**src/rtl/pcie_rd_tag_mgr.sv**
```systemverilog
// Non-posted read tag manager: lowest-free tag allocation, retirement on the final
// completion, and a round-robin timeout scanner with a backpressured report channel.
module pcie_rd_tag_mgr #(
    parameter  int MAXTAG   = 64,
    parameter  int TOUT_W   = 16,
    parameter  int TICK_DIV = 1024,
    localparam int TAGW     = $clog2(MAXTAG)
) (
    input  logic              pcie_clk,
    input  logic              pcie_rst_n,
    input  logic              iTAG_recovery,
    input  logic [TOUT_W-1:0] iTAG_tout_set,
    input  logic              alloc_req,
    output logic              alloc_gnt,
    output logic [TAGW-1:0]   alloc_tag,
    input  logic              cpl_valid,
    input  logic [TAGW-1:0]   cpl_tag,
    input  logic              cpl_end,
    output logic              tout_valid,
    output logic [TAGW-1:0]   tout_tag,
    input  logic              tout_ready,
    output logic [TAGW:0]     free_cnt,
    output logic              cpl_err_flg,
    output logic              tag_timeout_flg_dbg
);

    localparam int PW = (TICK_DIV > 2) ? $clog2(TICK_DIV) : 1;

    typedef enum logic {
        ST_SCAN,
        ST_REPORT
    } state_t;

    state_t            state_q, state_d;
    logic [MAXTAG-1:0] busy_q, busy_d;
    logic [MAXTAG-1:0] tmo_q, tmo_d;
    logic [TOUT_W-1:0] stamp_q [MAXTAG];
    logic [PW-1:0]     presc_q;
    logic [TOUT_W-1:0] now_tick_q;
    logic [TAGW:0]     free_cnt_q, free_cnt_d;
    logic [TAGW-1:0]   scan_idx_q;
    logic [TAGW-1:0]   tout_tag_q;
    logic [TAGW-1:0]   last_tag_q;
    logic              stale_q;
    logic              err_q;
    logic              flg_q;

    logic [TAGW-1:0]   low_tag;
    logic              any_free;
    logic              cpl_free;
    logic              scan_hit;
    logic              hs;
    logic              tout_cpl_free;
    logic              rec_free;
    logic [TOUT_W-1:0] age;

    // NOTE: every always_comb output gets a default first so no path infers a latch.
    always_comb begin
        low_tag  = '0;
        any_free = 1'b0;
        for (int i = MAXTAG - 1; i >= 0; i--) begin
            if (!busy_q[i]) begin
                low_tag  = TAGW'(i);
                any_free = 1'b1;
            end
        end
    end

    assign alloc_gnt = alloc_req & (free_cnt_q != '0);
    assign alloc_tag = any_free ? low_tag : last_tag_q;

    assign cpl_free = cpl_valid & cpl_end & busy_q[cpl_tag];

    // Modulo age keeps working across now_tick wrap.
    assign age      = now_tick_q - stamp_q[scan_idx_q];
    assign scan_hit = busy_q[scan_idx_q] & ~tmo_q[scan_idx_q]
                    & (iTAG_tout_set != '0) & (age >= iTAG_tout_set)
                    & ~(cpl_free & (cpl_tag == scan_idx_q));

    assign hs            = (state_q == ST_REPORT) & tout_ready;
    assign tout_cpl_free = cpl_free & (cpl_tag == tout_tag_q);
    // A tag already retired (and possibly re-granted) during the report is left alone.
    assign rec_free      = hs & iTAG_recovery & ~stale_q & busy_q[tout_tag_q] & ~tout_cpl_free;

    always_comb begin
        state_d = state_q;
        case (state_q)
            ST_SCAN:   if (scan_hit)   state_d = ST_REPORT;
            ST_REPORT: if (tout_ready) state_d = ST_SCAN;
            default:                   state_d = ST_SCAN;
        endcase
    end

    always_comb begin
        busy_d = busy_q;
        tmo_d  = tmo_q;
        if (cpl_free) busy_d[cpl_tag] = 1'b0;
        if (rec_free) busy_d[tout_tag_q] = 1'b0;
        if (hs && !stale_q) tmo_d[tout_tag_q] = 1'b1;
        if (alloc_gnt) begin
            busy_d[alloc_tag] = 1'b1;
            tmo_d[alloc_tag]  = 1'b0;
        end
        free_cnt_d = free_cnt_q + (TAGW+1)'(cpl_free) + (TAGW+1)'(rec_free)
                   - (TAGW+1)'(alloc_gnt);
    end

    // NOTE: sequential state uses non-blocking assignments so every register samples pre-edge values.
    always_ff @(posedge pcie_clk or negedge pcie_rst_n) begin
        if (!pcie_rst_n) begin
            state_q    <= ST_SCAN;
            busy_q     <= '0;
            tmo_q      <= '0;
            presc_q    <= '0;
            now_tick_q <= '0;
            free_cnt_q <= (TAGW+1)'(MAXTAG);
            scan_idx_q <= '0;
            tout_tag_q <= '0;
            last_tag_q <= '0;
            stale_q    <= 1'b0;
            err_q      <= 1'b0;
            flg_q      <= 1'b0;
        end else begin
            state_q    <= state_d;
            busy_q     <= busy_d;
            tmo_q      <= tmo_d;
            free_cnt_q <= free_cnt_d;
            last_tag_q <= alloc_tag;
            err_q      <= cpl_valid & ~busy_q[cpl_tag];
            flg_q      <= flg_q | hs;
            stale_q    <= (state_q == ST_SCAN) ? 1'b0 : (stale_q | tout_cpl_free);

            if (presc_q == PW'(TICK_DIV - 1)) begin
                presc_q    <= '0;
                now_tick_q <= now_tick_q + 1'b1;
            end else begin
                presc_q <= presc_q + 1'b1;
            end

            if (state_q == ST_SCAN) begin
                if (scan_hit) tout_tag_q <= scan_idx_q;
                else          scan_idx_q <= scan_idx_q + 1'b1;
            end else if (hs) begin
                scan_idx_q <= scan_idx_q + 1'b1;
            end
        end
    end

    // NOTE: timestamps are qualified by busy, so this storage needs no reset and can map to RAM.
    always_ff @(posedge pcie_clk) begin
        if (alloc_gnt) stamp_q[alloc_tag] <= now_tick_q;
    end

    assign tout_valid          = (state_q == ST_REPORT);
    assign tout_tag            = tout_tag_q;
    assign free_cnt            = free_cnt_q;
    assign cpl_err_flg         = err_q;
    assign tag_timeout_flg_dbg = flg_q;

endmodule

```
**config.mk**
```make
export PLATFORM = sky130hd
export DESIGN_NAME = pcie_rd_tag_mgr
export DESIGN_NICKNAME = d
export VERILOG_FILES = /design/src/rtl/pcie_rd_tag_mgr.sv
export SDC_FILE = /design/constraint.sdc
export NUM_CORES = 2
export LEC_CHECK = 0
export CORE_MARGIN = 2
export CORE_UTILIZATION = 65
export CTS_BUF_LIST = sky130_fd_sc_hd__clkbuf_4
export CTS_CLUSTER_DIAMETER = 150
export DETAILED_ROUTE_END_ITERATION = 12
export GPL_TIMING_DRIVEN = 0
export PLACE_DENSITY_LB_ADDON = 0.08
export SLEW_MARGIN = 20
export SYNTH_ARGS = -nofsm -noshare
export SYNTH_HDL_FRONTEND = slang
export SYNTH_SLANG_ARGS = --single-unit
export TNS_END_PERCENT = 20
```
**constraint.sdc**
```tcl
create_clock -name pcie_clk -period 18.5 [get_ports pcie_clk]
set_input_delay 2.775 -clock pcie_clk [delete_from_list [all_inputs] [get_ports pcie_clk]]
set_output_delay 2.775 -clock pcie_clk [all_outputs]
set_load 0.1 [all_outputs]
```
### Yosys cells after proc, flatten, opt, wreduce, memory -nomap -nowiden

Memories as Yosys holds them, arrays and structs flattened.
Cells that the tools add are included.

| word-level totals | value |
|---|---|
| register bits | 183 |
| bits in latches | 0 |
| memory bits (writable) | 1024 |
| memory bits (read-only) | 0 |
| bits of input ports | 29 |
| output and inout bits | 23 |
| memories | 1 |

| operators by class | value |
|---|---|
| add/sub/neg operators | 7 |
| multiply operators | 0 |
| divide/modulo/power cells | 0 |
| order comparisons | 8 |
| eq/ne operators | 5 |
| shift operators | 0 |
| multiplexer cells | 158 |
| bitwise logic cells | 31 |
| reductions and logical operators | 9 |

Memory list:

| memory | words | bits a word | read ports | clocked after memory_dff | wr ports | line | RTL |
|---|---|---|---|---|---|---|---|
| stamp_q | 64 | 16 | 1 | 0 | 1 | 37 | `logic [TOUT_W-1:0] stamp_q [MAXTAG];` |

Operators with widths:

| operator | count |
|---|---|
| 6-bit 2-to-1 mux | 68 |
| 64-bit 2-to-1 mux | 5 |
| 64-bit bitwise AND | 3 |
| 64-bit inverter | 3 |
| 64-bit bitwise OR | 2 |
| 1-bit 2-to-1 mux | 76 |
| 6-bit by 7-bit < comparator with 1-bit output (second input constant) | 4 |
| 1-bit binary-select mux with 6-bit select | 4 |
| 1-bit demux with 6-bit select | 3 |
| 6-bit by 1-bit >= comparator with 1-bit output (second input constant) | 3 |
| 16-bit by 1-bit adder with 16-bit output (second input constant) | 1 |
| 16-bit >= comparator | 1 |
| 16-bit nonzero test | 1 |
| 16-bit subtractor | 1 |
| 1-bit bitwise AND | 15 |
| 7-bit by 1-bit adder with 7-bit output | 2 |
| 6-bit equality test | 2 |
| 10-bit by 1-bit adder with 10-bit output (second input constant) | 1 |
| 10-bit equality test (second input constant) | 1 |
| 10-bit 2-to-1 mux | 1 |
| 7-bit nonzero test | 1 |
| 7-bit by 1-bit subtractor with 7-bit output | 1 |
| 6-bit by 1-bit adder with 6-bit output (second input constant) | 1 |
| 1-bit inverter | 6 |
| 7 further kinds | 12 |

### Logic depth before layout (Yosys ltp)

| logic depth | value |
|---|---|
| depth in word-level cells | 72 |
| gate-level depth with buffers | 32 |
| depth with buffers taken out | 26 |

### Least setup slack after synthesis

No wires, ideal clock.

| timing | value |
|---|---|
| kind | input-to-output |
| from | input port alloc_req |
| to | output port alloc_gnt |
| data arrival time | 3.652 ns |
| path slack | 12.073 ns |
| stages on the path | 1 |
| cells stage by stage | o41a_1 |

| on the way | value |
|---|---|
| cells in the longest elaborated chain, start to end | 1 |

RTL lines:

| item | line | RTL |
|---|---|---|
| from (decl) | 13 | `input logic alloc_req,` |
| 1-bit bitwise AND | 69 | `assign alloc_gnt = alloc_req & (free_cnt_q != '0);` |
| to (decl) | 14 | `output logic alloc_gnt,` |

No other way between the ends.

### Worst setup path in the final report

| timing | value |
|---|---|
| from | register scan_idx_q[1] |
| to | register scan_idx_q[5] |

| on the way | value |
|---|---|
| cells in the longest elaborated chain, start to end | 9 |

RTL lines:

| item | line | RTL |
|---|---|---|
| from (decl) | 41 | `logic [TAGW-1:0] scan_idx_q;` |
| from (signal assigned) | 142 | `else scan_idx_q <= scan_idx_q + 1'b1;` |
| from (signal assigned) | 144 | `scan_idx_q <= scan_idx_q + 1'b1;` |
| branches (longest 9 deep; another with memory 64 x 16 bit) | -- |  |

Parallel ways; which one is timed is not known. The select of a mux whose other input is x is not followed.
A chain may end at the register's enable or synchronous reset.

==> summary.md <==
| Metric | Value |
|---|---|
| Main synth FF type | `sky130_fd_sc_hd__edfxtp_1` |
| Hold-critical path depth | `1` |
| Cell Rows | `103` |
| PostCTS Resize Cnt | `0` |
| First-pass GRT wire length | `252 mm` |
| Hold path startpoint | `tag_timeout_flg_dbg$_DFF_PN0_` |
| HPWL reported at the end of detailed placement | `120 mm` |
| Final cell utilization of the core | `74.5%` |
| Largest net degree at the start of global routing | `90` |
| Number of antenna-violating nets in the routed design | `0` |
| Startpoint types | `flip-flop` |
| Layout overhead on the synthesized area | `13.3%` |
| Layout Cells excl Fill | `5134` |
| Die footprint | `82500 µm²` |
| Number of buffers added by the clock tree synthesis step | `311` |
| Slew at the pin with the worst max-slew slack | `1.37 ns` |
| Length of the first detailed-routing pass in iterations | `9` |
| Sum of routed wire length over all layers | `178 mm` |
| Mean area per synthesized cell | `15.2 µm²` |
| Number of remaining DRC errors | `0` |
| CTS Root Cell | `sky130_fd_sc_hd__clkbuf_4` |
| Final Hold Viols | `0` |
| Post-synthesis sequential element count | `1207` |
| Routed WL per cell | `34.6 µm` |
| Vias in the first global route | `36900` |
| Leading area contributor after synthesis | `sky130_fd_sc_hd__edfxtp_1` |
| Die X | `287 µm` |
| Depth of the most critical reg-to-reg path | `27` |
| Buffer levels on the longest clock path | `4` |
| Number of warnings issued by yosys | `0` |
| Tot GR Track Use | `43.5%` |
| Required time of the critical path | `19.47 ns` |
| Largest vdd supply drop | `0.149 mV` |
| Max-slew violation count | `0` |
| Post-synth net total | `3499` |
| Initial antenna violation count | `10` |
| Worst EP arrival | `10.52 ns` |
| Post-synth EDFFs | `1024` |
| Summed instance area of the synthesized netlist | `52100 µm²` |
| Share of Yosys cell area claimed by the top area cell type | `59.0%` |
| Worst-path fanout max | `10` |
| Total via count after detailed routing | `37000` |
| Setup repair after global routing missed its margin | `false` |
| Top Ports | `52` |
| Proportion of synthesized chip area in sequential cells | `67.7%` |
| Final setup violation count | `0` |
| Finished layout cell area | `59100 µm²` |
| TritonCTS clock tree | `done` |
| GR Overflow Total | `0` |
| Fin crit share | `51.7%` |
| Power density normalized to cell area | `157 nW/µm²` |
| Number of distinct library cells after synthesis | `94` |
| Type of destination of the critical path | `flip-flop` |
| Total clock sinks | `1207` |
| Ratio of cells with drive above 1 in the final layout | `24.8%` |
| Average via count per standard cell | `7.20` |
| Worst R2R Start | `scan_idx_q[1]$_DFFE_PN0P_` |
| Hold/Removal Path Class | `reg -> reg` |
| Async SR Flop Fraction | `15.2%` |
| Sum of negative setup slack | `0 ns` |
| Most frequent standard cell in the layout excluding fill and tap cells | `sky130_fd_sc_hd__edfxtp_1` |
| Port Buffers | `46` |
| Cell count after synthesis | `3425` |
| Clock transition at the register clock pins on the worst setup and hold paths after CTS | `0.06 ns` |
| Final critical delay including setup and external delays | `9.56 ns` |
| First-iteration detailed-routing DRC count | `5971` |
| Worst-case clock skew | `0.101 ns` |
| Start point of the critical path | `scan_idx_q[1]$_DFFE_PN0P_` |
| Status | `finished, final reports clean` |
| Instance area at placement | `55100 µm²` |
| Hold-fix buffers, CTS | `0` |
| Worst setup path category | `reg -> reg` |
| Starting Density | `65.8%` |
| Highest achievable clock rate | `105 MHz` |
| Most frequent cells in the layout | `sky130_fd_sc_hd__edfxtp_1 (1024), sky130_fd_sc_hd__clkbuf_4 (454), sky130_fd_sc_hd__a21oi_1 (236)` |
| Area of the placeable core | `79300 µm²` |
| Final nets | `3933` |
| CTS H-tree lvls | `5` |
| Cell count after placement | `4595` |
| Die span in y | `287 µm` |
| Leakage component of the power | `0.0229 µW` |
| Final weighted congestion in routability-driven placement | `1.02` |
| Number of buffers added for setup after CTS | `0` |
| Area contributors post-synth | `sky130_fd_sc_hd__edfxtp_1 (59%), sky130_fd_sc_hd__dfrtp_1 (8.7%), sky130_fd_sc_hd__mux4_2 (6.3%)` |
| Post-layout total power | `9250 µW` |
| Rel. slew slack | `7.93%` |
| Clock latency on the worst-skew pair | `1.16 ns` |
| Max-cap check violation count | `0` |
registers in the layout (all words and copies together), names as in the netlist:
register	cells
tout_valid	1
busy_q	64
tout_tag	6
now_tick_q	16
presc_q	10
stamp_q	1024
tag_timeout_flg_dbg	1
free_cnt	7
scan_idx_q	6
last_tag_q	6
stale_q	1
tmo_q	64
cpl_err_flg	1
kinds of logic after synthesis:
group | after synthesis | synth area share (%)
flops | 1207 | 67.7
mux | 431 | 12.0
fa+ha+maj | 45 | 1.12
compound gates | 804 | 10.1
buf+inv | 289 | 2.47
simple gates | 590 | 5.63
xor+xnor | 59 | 0.991
synth_stat cells (all sizes together), types with 31 or more instances:
library cell and instances:
o221ai 73, o22ai 94, o21ai 135, buf 99, nand4 34, clkbuf 116
a21oi 238, dfrtp 182, a211oi 49, nor2 148, mux4 146, nand3 31
xnor2 35, inv 73, mux2 83, a31oi 32, edfxtp 1024, nand2 198
o211ai 41, ha 42, mux2i 202
power breakdown:
group | leakage, µW | internal (µW) | switching, µW
sequential | 0.0139 | 3120 | 136
combinational | 0.00669 | 1050 | 2670
clock | 0.00230 | 1190 | 1090
total | 0.0229 | 5350 | 3900
worst paths after layout:
| kind | to | slack [ns] |
|---|---|---|
| min in group asynchronous | presc_q[8]$_DFF_PN0_ | 1.44 |
| hold / removal | tag_timeout_flg_dbg$_DFF_PN0_ | 0.47 |
| setup reg to reg | scan_idx_q[5]$_DFFE_PN0P_ | 8.94 |
| hold reg to reg | tag_timeout_flg_dbg$_DFF_PN0_ | 0.47 |
| max in group asynchronous | cpl_err_flg$_DFF_PN0_ | 15.89 |
| setup / recovery | scan_idx_q[5]$_DFFE_PN0P_ | 8.94 |
worst max-delay path, cell delays in order, from the launching register on:
cell and delay, ns:
sky130_fd_sc_hd__dfrtp_1 0.37, sky130_fd_sc_hd__clkbuf_1 0.61, sky130_fd_sc_hd__clkbuf_1 0.58, sky130_fd_sc_hd__buf_1 0.70
sky130_fd_sc_hd__clkbuf_1 0.83, sky130_fd_sc_hd__mux4_2 0.46, sky130_fd_sc_hd__o22ai_1 0.11, sky130_fd_sc_hd__a211oi_1 0.90
sky130_fd_sc_hd__a211oi_1 0.15, sky130_fd_sc_hd__a21o_1 0.31, sky130_fd_sc_hd__fa_1 0.45, sky130_fd_sc_hd__a21o_1 0.18
sky130_fd_sc_hd__a21oi_1 0.35, sky130_fd_sc_hd__o21bai_1 0.14, sky130_fd_sc_hd__a211o_1 0.33, sky130_fd_sc_hd__nand3_1 0.12
sky130_fd_sc_hd__nand4_1 0.13, sky130_fd_sc_hd__a31o_2 0.26, sky130_fd_sc_hd__a21oi_1 0.18, sky130_fd_sc_hd__xnor2_1 0.20
sky130_fd_sc_hd__ha_1 0.31, sky130_fd_sc_hd__a211o_1 0.29, sky130_fd_sc_hd__or3_1 0.32, sky130_fd_sc_hd__o221a_2 0.30
sky130_fd_sc_hd__nand2_1 0.10, sky130_fd_sc_hd__buf_2 0.34, sky130_fd_sc_hd__nand4_1 0.19, sky130_fd_sc_hd__xnor2_1 0.20
routing by layer:
metal	vias up	wire, µm	global-route usage [%]
met5	-	262	0.0581
met4	14	11300	23.7
met3	712	27600	16.4
met2	3450	78200	64.4
met1	18100	60200	56.2
li1	14700	-	-
area by class of cell:
cell class	count	area, µm²
Sequential cell	1207	35400
Fill cell	4656	20200
Multi-Input combinational cell	1929	15800
Clock buffer	454	3410
Timing Repair Buffer	121	1440
Tap cell	1050	1310
Buffer	215	1010
Clock inverter	77	432
Inverter	74	278
Antenna cell	7	17.5
metrics by stage:
stage,hold slack (ns),worst slack [ns]
final,0.471,8.94
after global routing,0.508,9.10
after CTS,0.475,9.45
after detailed placement,0.458,9.60
after global placement,0.453,6.67
after floorplan,0.448,12.07
Note: power is estimated with default switching activity, not from simulation.
